$ cat config.mk
export PLATFORM = sky130hd
export DESIGN_NAME = sample_packer
export DESIGN_NICKNAME = d
export VERILOG_FILES = /design/src/rtl/sample_packer.sv
export SDC_FILE = /design/constraint.sdc
export NUM_CORES = 1
export LEC_CHECK = 0
export BUFFER_PORTS_ARGS = -buffer_cell sky130_fd_sc_hd__buf_2
export CORE_MARGIN = 4
export CORE_UTILIZATION = 48
export CTS_CLUSTER_SIZE = 24
export DETAILED_ROUTE_END_ITERATION = 8
export GPL_ROUTABILITY_DRIVEN = 0
export PLACE_DENSITY = 0.79
export SETUP_SLACK_MARGIN = 0.5
export SLEW_MARGIN = 0
export SYNTH_ARGS = -nofsm -noshare
export SYNTH_HDL_FRONTEND = slang
export SYNTH_SLANG_ARGS = --single-unit
export TNS_END_PERCENT = 10
$ cat constraint.sdc
create_clock -name clk -period 1.9 [get_ports clk]
set_input_delay 0.19 -clock clk [delete_from_list [all_inputs] [get_ports clk]]
set_output_delay 0.19 -clock clk [all_outputs]
set_load 0.005 [all_outputs]
$ cat src/rtl/sample_packer.sv
// Packs a stream of DATA_WIDTH samples into BUS_WIDTH-lane vectors, lane 0 = oldest.
// A vector closes when it is full or on s_last; one output register plus a frozen fill buffer give two-deep buffering.
module sample_packer #(
  parameter int unsigned BUS_WIDTH  = 4,
  parameter int unsigned DATA_WIDTH = 6
) (
  input  logic                  clk,
  input  logic                  rst,
  input  logic                  s_valid,
  output logic                  s_ready,
  input  logic [DATA_WIDTH-1:0] s_data,
  input  logic                  s_last,
  output logic                  o_valid,
  input  logic                  o_ready,
  output logic [DATA_WIDTH-1:0] o_data [0:BUS_WIDTH-1],
  output logic [$clog2(BUS_WIDTH):0] o_count
);

  localparam int unsigned IDX_W = (BUS_WIDTH > 1) ? $clog2(BUS_WIDTH) : 1;
  localparam int unsigned CNT_W = $clog2(BUS_WIDTH) + 1;
  localparam logic [IDX_W-1:0] LAST_IDX = IDX_W'(BUS_WIDTH - 1);

  if ((BUS_WIDTH < 1) || ((BUS_WIDTH & (BUS_WIDTH - 1)) != 0)) begin : g_bad_bus_width
    $fatal(1, "sample_packer: BUS_WIDTH must be a power of 2");
  end

  typedef enum logic {
    FILL = 1'b0,
    HOLD = 1'b1
  } state_t;

  state_t                state;
  logic [IDX_W-1:0]      idx;
  logic [DATA_WIDTH-1:0] fill [0:BUS_WIDTH-1];

  logic                  accept_c;
  logic                  complete_c;
  logic                  slot_free_c;
  logic                  load_c;
  logic [DATA_WIDTH-1:0] vec_c [0:BUS_WIDTH-1];
  logic [CNT_W-1:0]      count_c;

  // s_ready depends on rst directly so no sample is taken while reset is applied
  assign s_ready     = (state == FILL) && !rst;
  assign accept_c    = s_valid && s_ready;
  assign complete_c  = accept_c && ((idx == LAST_IDX) || s_last);
  assign slot_free_c = !o_valid || o_ready;
  assign load_c      = slot_free_c && (((state == FILL) && complete_c) || (state == HOLD));
  assign count_c     = CNT_W'(idx) + CNT_W'(1);

  // Vector to transfer: in FILL the closing sample bypasses the buffer into lane idx;
  // lanes above idx are already zero because the buffer is cleared after every transfer.
  always_comb begin
    for (int i = 0; i < int'(BUS_WIDTH); i++) begin
      vec_c[i] = fill[i];
      if ((state == FILL) && (IDX_W'(i) == idx)) begin
        vec_c[i] = s_data;
      end
    end
  end

  always_ff @(posedge clk) begin
    if (rst) begin
      state   <= FILL;
      idx     <= '0;
      o_valid <= 1'b0;
      o_count <= '0;
      for (int i = 0; i < int'(BUS_WIDTH); i++) begin
        fill[i]   <= '0;
        o_data[i] <= '0;
      end
    end else begin
      // Output register: a new load wins over the drop after an accept
      if (load_c) begin
        o_valid <= 1'b1;
        o_count <= count_c;
        for (int i = 0; i < int'(BUS_WIDTH); i++) begin
          o_data[i] <= vec_c[i];
        end
      end else if (o_ready) begin
        o_valid <= 1'b0;
      end

      case (state)
        FILL: begin
          if (accept_c) begin
            if (complete_c && slot_free_c) begin
              idx <= '0;
              for (int i = 0; i < int'(BUS_WIDTH); i++) begin
                fill[i] <= '0;
              end
            end else if (complete_c) begin
              fill[idx] <= s_data;
              state     <= HOLD;
            end else begin
              fill[idx] <= s_data;
              idx       <= idx + IDX_W'(1);
            end
          end
        end
        HOLD: begin
          if (slot_free_c) begin
            idx   <= '0;
            state <= FILL;
            for (int i = 0; i < int'(BUS_WIDTH); i++) begin
              fill[i] <= '0;
            end
          end
        end
        default: state <= FILL;
      endcase
    end
  end

endmodule

==> results of run 1 <==
timing repair:
action	4_1_cts	5_1_grt
resized for setup	1	3
pin swaps	9	4
buffers inserted	5	2
endpoints found under the setup margin	75	77
per-stage QoR:
step	hold slack (ns)	instance area, sq um	utilization [%]
global placement	0.460	2940	56.4
CTS	0.210	3090	59.4
detailed placement	0.479	2940	56.4
floorplan	0.358	2670	-
global route	0.287	3110	59.8
finish	0.253	3110	59.8
power groups by stage:
| stage | registers [W] | logic (W) | clock network, W |
|---|---|---|---|
| after detailed placement | 0.00136 | 0.000316 | 0 |
| after global routing | 0.00133 | 0.000359 | 0.000809 |
| after global placement | 0.00135 | 0.000310 | 0 |
| after floorplan | 0.00136 | 0.000214 | 0 |
| final | 0.00133 | 0.000328 | 0.000755 |
| after CTS | 0.00133 | 0.000325 | 0.000760 |
logic make-up after synthesis:
kind of cell | count (synthesis) | synth area share (%)
and+or+nand+nor | 47 | 12.9
muxes | 26 | 9.95
adders and majority gates | 4 | 1.90
DFF | 55 | 51.0
AOI/OAI and AO/OA | 59 | 19.6
buffers and inverters | 18 | 4.62
state kept, by name, indices dropped and copies added (netlist names):
name and count:
o_count 3, o_valid 1, idx 2, fill 24, state 1, o_data 24
worst reg2reg max path, stage by stage (launching register included):
cell and delay, ns:
dfxtp_4 0.38, ha_4 0.19, o21ai_4 0.15, o21ai_2 0.08, and2_4 0.16, or3_4 0.43
routing by layer:
layer  share of wire [%]  global-route usage, %  up-vias
met4                0.74                   3.49        0
met1                  48                   24.7      873
met3                 3.8                   3.73        5
met2                  48                   30.2       38
met5                   0                      0        -
li1                    -                      -      874
placed cells by master (no fill, tap or decap), drive strengths merged, types with 3 or more instances in the layout:
master,count
mux2i,25
and2,25
a211oi,25
clkbuf,7
ha,4
nand2,4
nand2b,3
dfxtp,31
nor4,4
a21oi,26
or3,5
edfxtp,24
buf,58
final cells by class:
cell class / count / share of cell area [%]
flip-flops and latches: 55 / 43.3
clock buffers: 7 / 3.46
inverters: 3 / 0.482
well taps: 70 / 2.81
repair buffers: 58 / 11.0
multi-input cells: 136 / 38.8
clock inverters: 1 / 0.161
final timing paths:
path | from | to | slack (ns)
max | idx[1] | fill[0][2] | 0.26
min | rst | o_count[2] | 0.25
max reg2reg | idx[1] | fill[0][2] | 0.26
min reg2reg | o_count[2] | o_count[2] | 0.49
==> flow_metrics.tcl, run 1 <==
set metrics [dict create \
    power_w 0.00241 \
    die_y_um 82.0 \
    maxSlewViolCount 0 \
    cts.sinks 55 \
    nFillCells 437 \
    yosysWarnings 0 \
    syn_inst 209 \
    setup_viol 0 \
    cts.path.max_buffers 2 \
    drive_gt1_share_pct 43.5 \
    stdcell_count 330 \
    yosys.cell_types.count 33 \
    synth_area_leaders "edfxtp_1 27%, dfxtp_1 24%, mux2i_1 9.5%, a211oi_2 8.6%, and2_1 5.7%" \
    wl_per_cell_um 16.9 \
    yosys.cell_count.top_type "dfxtp_1" \
    via_count 1790 \
    crit_chain "ha_4, o21ai_4, o21ai_2, and2_4, or3_4" \
    p_per_area_mw_per_mm2 773 \
    dp_slack_ns 0.234 \
    dr.pass1.iters 4 \
    hold_viol 0 \
    critPathLaunchType "register" \
    dp_cells 315 \
    clockPowerShare_pct 31.3 \
    grt_pass1_wl_mm 9.16 \
    syn_avg_cell_area_sq_um 12.6 \
    ys_seq_area_share_pct 51.0 \
    synth_common_cells "31 x dfxtp_1, 25 x mux2i_1, 24 x and2_1, 24 x edfxtp_1" \
    slowest_delay_ns 0.43 \
    synth-seq-cells 55 \
    antenna_cells 0 \
    critPathArrivalTime_ns 1.71 \
    setup_ws_ns 0.259 \
    cp.required_ns 1.96 \
    path_max_fanout 7 \
    drtIter0Drc 115 \
    root_buffer "clkbuf_8" \
    fin_crit_sh_pct 86.4 \
    cts_tree "done" \
    multi_input_area_sq_mm 0.00121 \
    outcome "finished, final reports clean" \
    slew-limit-headroom_pct 73.2 \
    syn_nets 224 \
    synthArstFlopShare_pct 0 \
    numPortBuffers 39 \
    max-cap-violations 0 \
    critPathCaptureType "register" \
    holdBufCountCts 0 \
    crit_buf_inv 0 \
    clock_latency_ns 0.31 \
    p_int_w 0.00181 \
    synth_ff_type "dfxtp_1" \
    worst-r2r-cell-count 5 \
    grt_max_degree 32 \
    route.detailed.drc 0 \
    period_needed_ns 1.64 \
    peakVddDrop_uv 641 \
    crit_cells 5 \
    overflow 0 \
    power.switching_w 0.000597 \
    cpMaxStageDelayCell "or3_4" \
    min_path_cells 3 \
    numCtsBuffers 5 \
    cp_top_family "simple AND/OR/NAND/NOR gates" \
    fin_tns_setup_ns 0 \
    dieArea_sq_mm 0.00672 \
    antenna_left 0 \
    synthesis.area_sq_mm 0.00263 \
    swShare_pct 24.8 \
    hold_path_class "in -> reg" \
    dpl.hpwl_mm 3.76 \
    track_usage_pct 18.2 \
    fin_worst_skew_ns 0.00625 \
    coreArea_sq_mm 0.00520 \
    regArea_sq_mm 0.00135 \
    p_seq_share_pct 55.0 \
    die_x_um 82.0 \
    antenna_found_initial 0 \
    nets 274 \
    synth_top_area_share_pct 27.4 \
    fmax_ghz 0.609 \
    critPathKind "reg -> reg" \
    yosys.area.top_type "edfxtp_1" \
    grt_pass1_vias 1766 \
    synth-edff-count 24 \
    ios 40 \
    num_rows 26 \
    htree_levels 2 \
    syn2layout_area_growth_pct 18.5 \
    rsz0062_at_grt "yes" \
    wirelength_mm 5.58 \
    tightest_slew_ns 0.400 \
    p_leak_nw 1.33 \
    clk_pin_slew_ns 0.10 \
    p_comb_share_pct 13.6 \
    vias_per_cell 5.42 \
    start_util_pct 50.5 \
]
Power figures use the tool's default switching activity.
==> inputs of run 2 (changes only) <==
--- a/config.mk
+++ b/config.mk
@@ -11,7 +11,8 @@
 export CTS_CLUSTER_SIZE = 24
 export DETAILED_ROUTE_END_ITERATION = 8
 export GPL_ROUTABILITY_DRIVEN = 0
-export PLACE_DENSITY = 0.79
+export MAX_ROUTING_LAYER = met4
+export PLACE_DENSITY = 0.76
 export SETUP_SLACK_MARGIN = 0.5
 export SLEW_MARGIN = 0
 export SYNTH_ARGS = -nofsm -noshare
==> constraint.sdc (replaced) <==
create_clock -name clk -period 1.8 [get_ports clk]
set_input_delay 0.18 -clock clk [delete_from_list [all_inputs] [get_ports clk]]
set_output_delay 0.18 -clock clk [all_outputs]
set_load 0.005 [all_outputs]
==> run 2 against run 1 <==
  * First-iteration DRC count is 37% lower
  * Highest routed layer unchanged
  * Critical path type unchanged
  * Largest cell class unchanged
  * Power is 1.2% higher
  * Sequential cell count stayed put
  * Hold slack better by 0.015 ns
==> flow_metrics.tcl, run 2 (synthesized netlist as in run 1, its figures left out) <==
set metrics [dict create \
    final_cell_mix "39 x buf_2, 29 x dfxtp_1, 24 x and2_1, 24 x edfxtp_1, 20 x mux2i_1" \
    p_per_area_mw_per_mm2 780 \
    cp_top_family "simple AND/OR/NAND/NOR gates" \
    clk_pin_slew_ns 0.09 \
    critPathCaptureType "register" \
    rsz0062_at_grt "yes" \
    slew-limit-headroom_pct 76.2 \
    crit_chain "ha_4, o21ai_4, o21ai_2, and2_4, or3_4" \
    cpMaxStageDelayCell "or3_4" \
    antenna_left 0 \
    tightest_slew_ns 0.354 \
    ios 40 \
    crit_cells 5 \
    fin_worst_skew_ns 0.00745 \
    r2r-end "fill[1][2]" \
    critPathArrivalTime_ns 1.67 \
    fmax_ghz 0.623 \
    route.detailed.drc 0 \
    p_seq_share_pct 57.5 \
    num_rows 26 \
    antenna_cells 0 \
    antenna_found_initial 0 \
    clockPowerShare_pct 27.8 \
    hold_viol 0 \
    peakVddDrop_uv 538 \
    holdBufCountCts 0 \
    dpl-instance-area_sq_mm 0.00297 \
    nets 275 \
    die_y_um 82.0 \
    htree_levels 2 \
    start_util_pct 50.5 \
    r2r-start "idx[1]" \
    setup.worst_path.start "idx[1]" \
    wirelength_mm 5.45 \
    syn2layout_area_growth_pct 18.8 \
    worst-r2r-cell-count 5 \
    layout_commonest_cell "buf_2" \
    wl_per_cell_um 16.5 \
    grt_pass1_wl_mm 9.07 \
    numCtsBuffers 5 \
    slowest_delay_ns 0.43 \
    reg_top3 "fill (24), o_data (24), o_count (3)" \
    die_x_um 82.0 \
    cts_tree "done" \
    cp.required_ns 1.86 \
    grt_max_degree 29 \
    cts.path.max_buffers 2 \
    reg2reg_slack_ns 0.20 \
    outcome "finished, final reports clean" \
    critPathKind "reg -> reg" \
    overflow 0 \
    power.switching_w 0.000636 \
    stdcell_count 331 \
    hold_path_class "in -> reg" \
    clock_latency_ns 0.31 \
    period_needed_ns 1.60 \
    dpl.hpwl_mm 3.74 \
    root_buffer "clkbuf_8" \
    p_leak_nw 1.29 \
    dp_cells 320 \
    coreArea_sq_mm 0.00520 \
    path_max_fanout 7 \
    crit_end "fill[1][2]" \
    via_count 1752 \
    maxSlewViolCount 0 \
    vias_per_cell 5.29 \
    setup_viol 0 \
    grt_pass1_vias 1767 \
    p_comb_share_pct 14.7 \
    track_usage_pct 18.7 \
    p_int_w 0.00180 \
    numPortBuffers 39 \
    drtIter0Drc 73 \
    critPathLaunchType "register" \
    dieArea_sq_mm 0.00672 \
    max-cap-violations 0 \
    dr.pass1.iters 4 \
    fin_crit_sh_pct 89.1 \
    fin_tns_setup_ns 0 \
    crit_buf_inv 0 \
    swShare_pct 26.1 \
    fin_area_sq_mm 0.00312 \
    cts.sinks 55 \
    drive_gt1_share_pct 46.7 \
]
-- run 2: through the flow --
step | util (%) | worst slack [ns] | power, W | hold slack (ns)
after global placement | 57.1 | 0.204 | 0.00176 | 0.463
after detailed placement | 57.1 | 0.170 | 0.00177 | 0.478
final | 60.0 | 0.196 | 0.00244 | 0.269
after CTS | 59.4 | 0.206 | 0.00243 | 0.259
after global routing | 60.0 | 0.134 | 0.00254 | 0.269
after floorplan | - | 0.0911 | 0.00166 | 0.348
-- run 2: cell type report --
class | count | area, sq um
fillers | 422 | 2080
flip-flops and latches | 55 | 1350
multi-input cells | 136 | 1230
repair buffers | 59 | 353
well taps | 70 | 87.6
clock buffers | 5 | 68.8
clock inverters | 3 | 20.0
inverters | 3 | 11.3
-- run 2: metal layers --
| layer | vias to the layer above | global-route usage, % | share of wire (%) |
|---|---|---|---|
| li1 | 876 | - | - |
| met1 | 835 | 25.3 | 48 |
| met2 | 35 | 28.4 | 47 |
| met3 | 6 | 3.95 | 4.0 |
| met4 | 0 | 5.15 | 1.1 |
| met5 | - | - | 0 |
-- run 2: tightest hold or removal path, cell delays in order --
cell and delay (ns):
buf_2 0.17, nand2b_1 0.12, mux2i_1 0.06
-- run 2: power by group through the flow --
stage / sequential, W / combinational (W) / clock, W
floorplan: 0.00143 / 0.000226 / 0
global placement: 0.00142 / 0.000339 / 0
detailed placement: 0.00143 / 0.000342 / 0
CTS: 0.00140 / 0.000350 / 0.000684
global route: 0.00141 / 0.000396 / 0.000739
finish: 0.00140 / 0.000359 / 0.000678
-- run 2: what timing repair did --
action | CTS | global route
setup buffers | 3 | 0
resized for setup | 3 | 9
endpoints found under the setup margin | 77 | 77
pin swaps | 4 | 2
-- run 2: how the worst min path moves through the flow --
stage,start,end,slack (ns),cells after the start
after floorplan,s_valid,state,0.35,2
after global placement,o_count[2],o_count[2],0.46,2
after detailed placement,o_count[2],o_count[2],0.48,2
after CTS,rst,o_count[2],0.26,3
after global routing,rst,o_count[2],0.27,3
final,rst,o_count[2],0.27,3
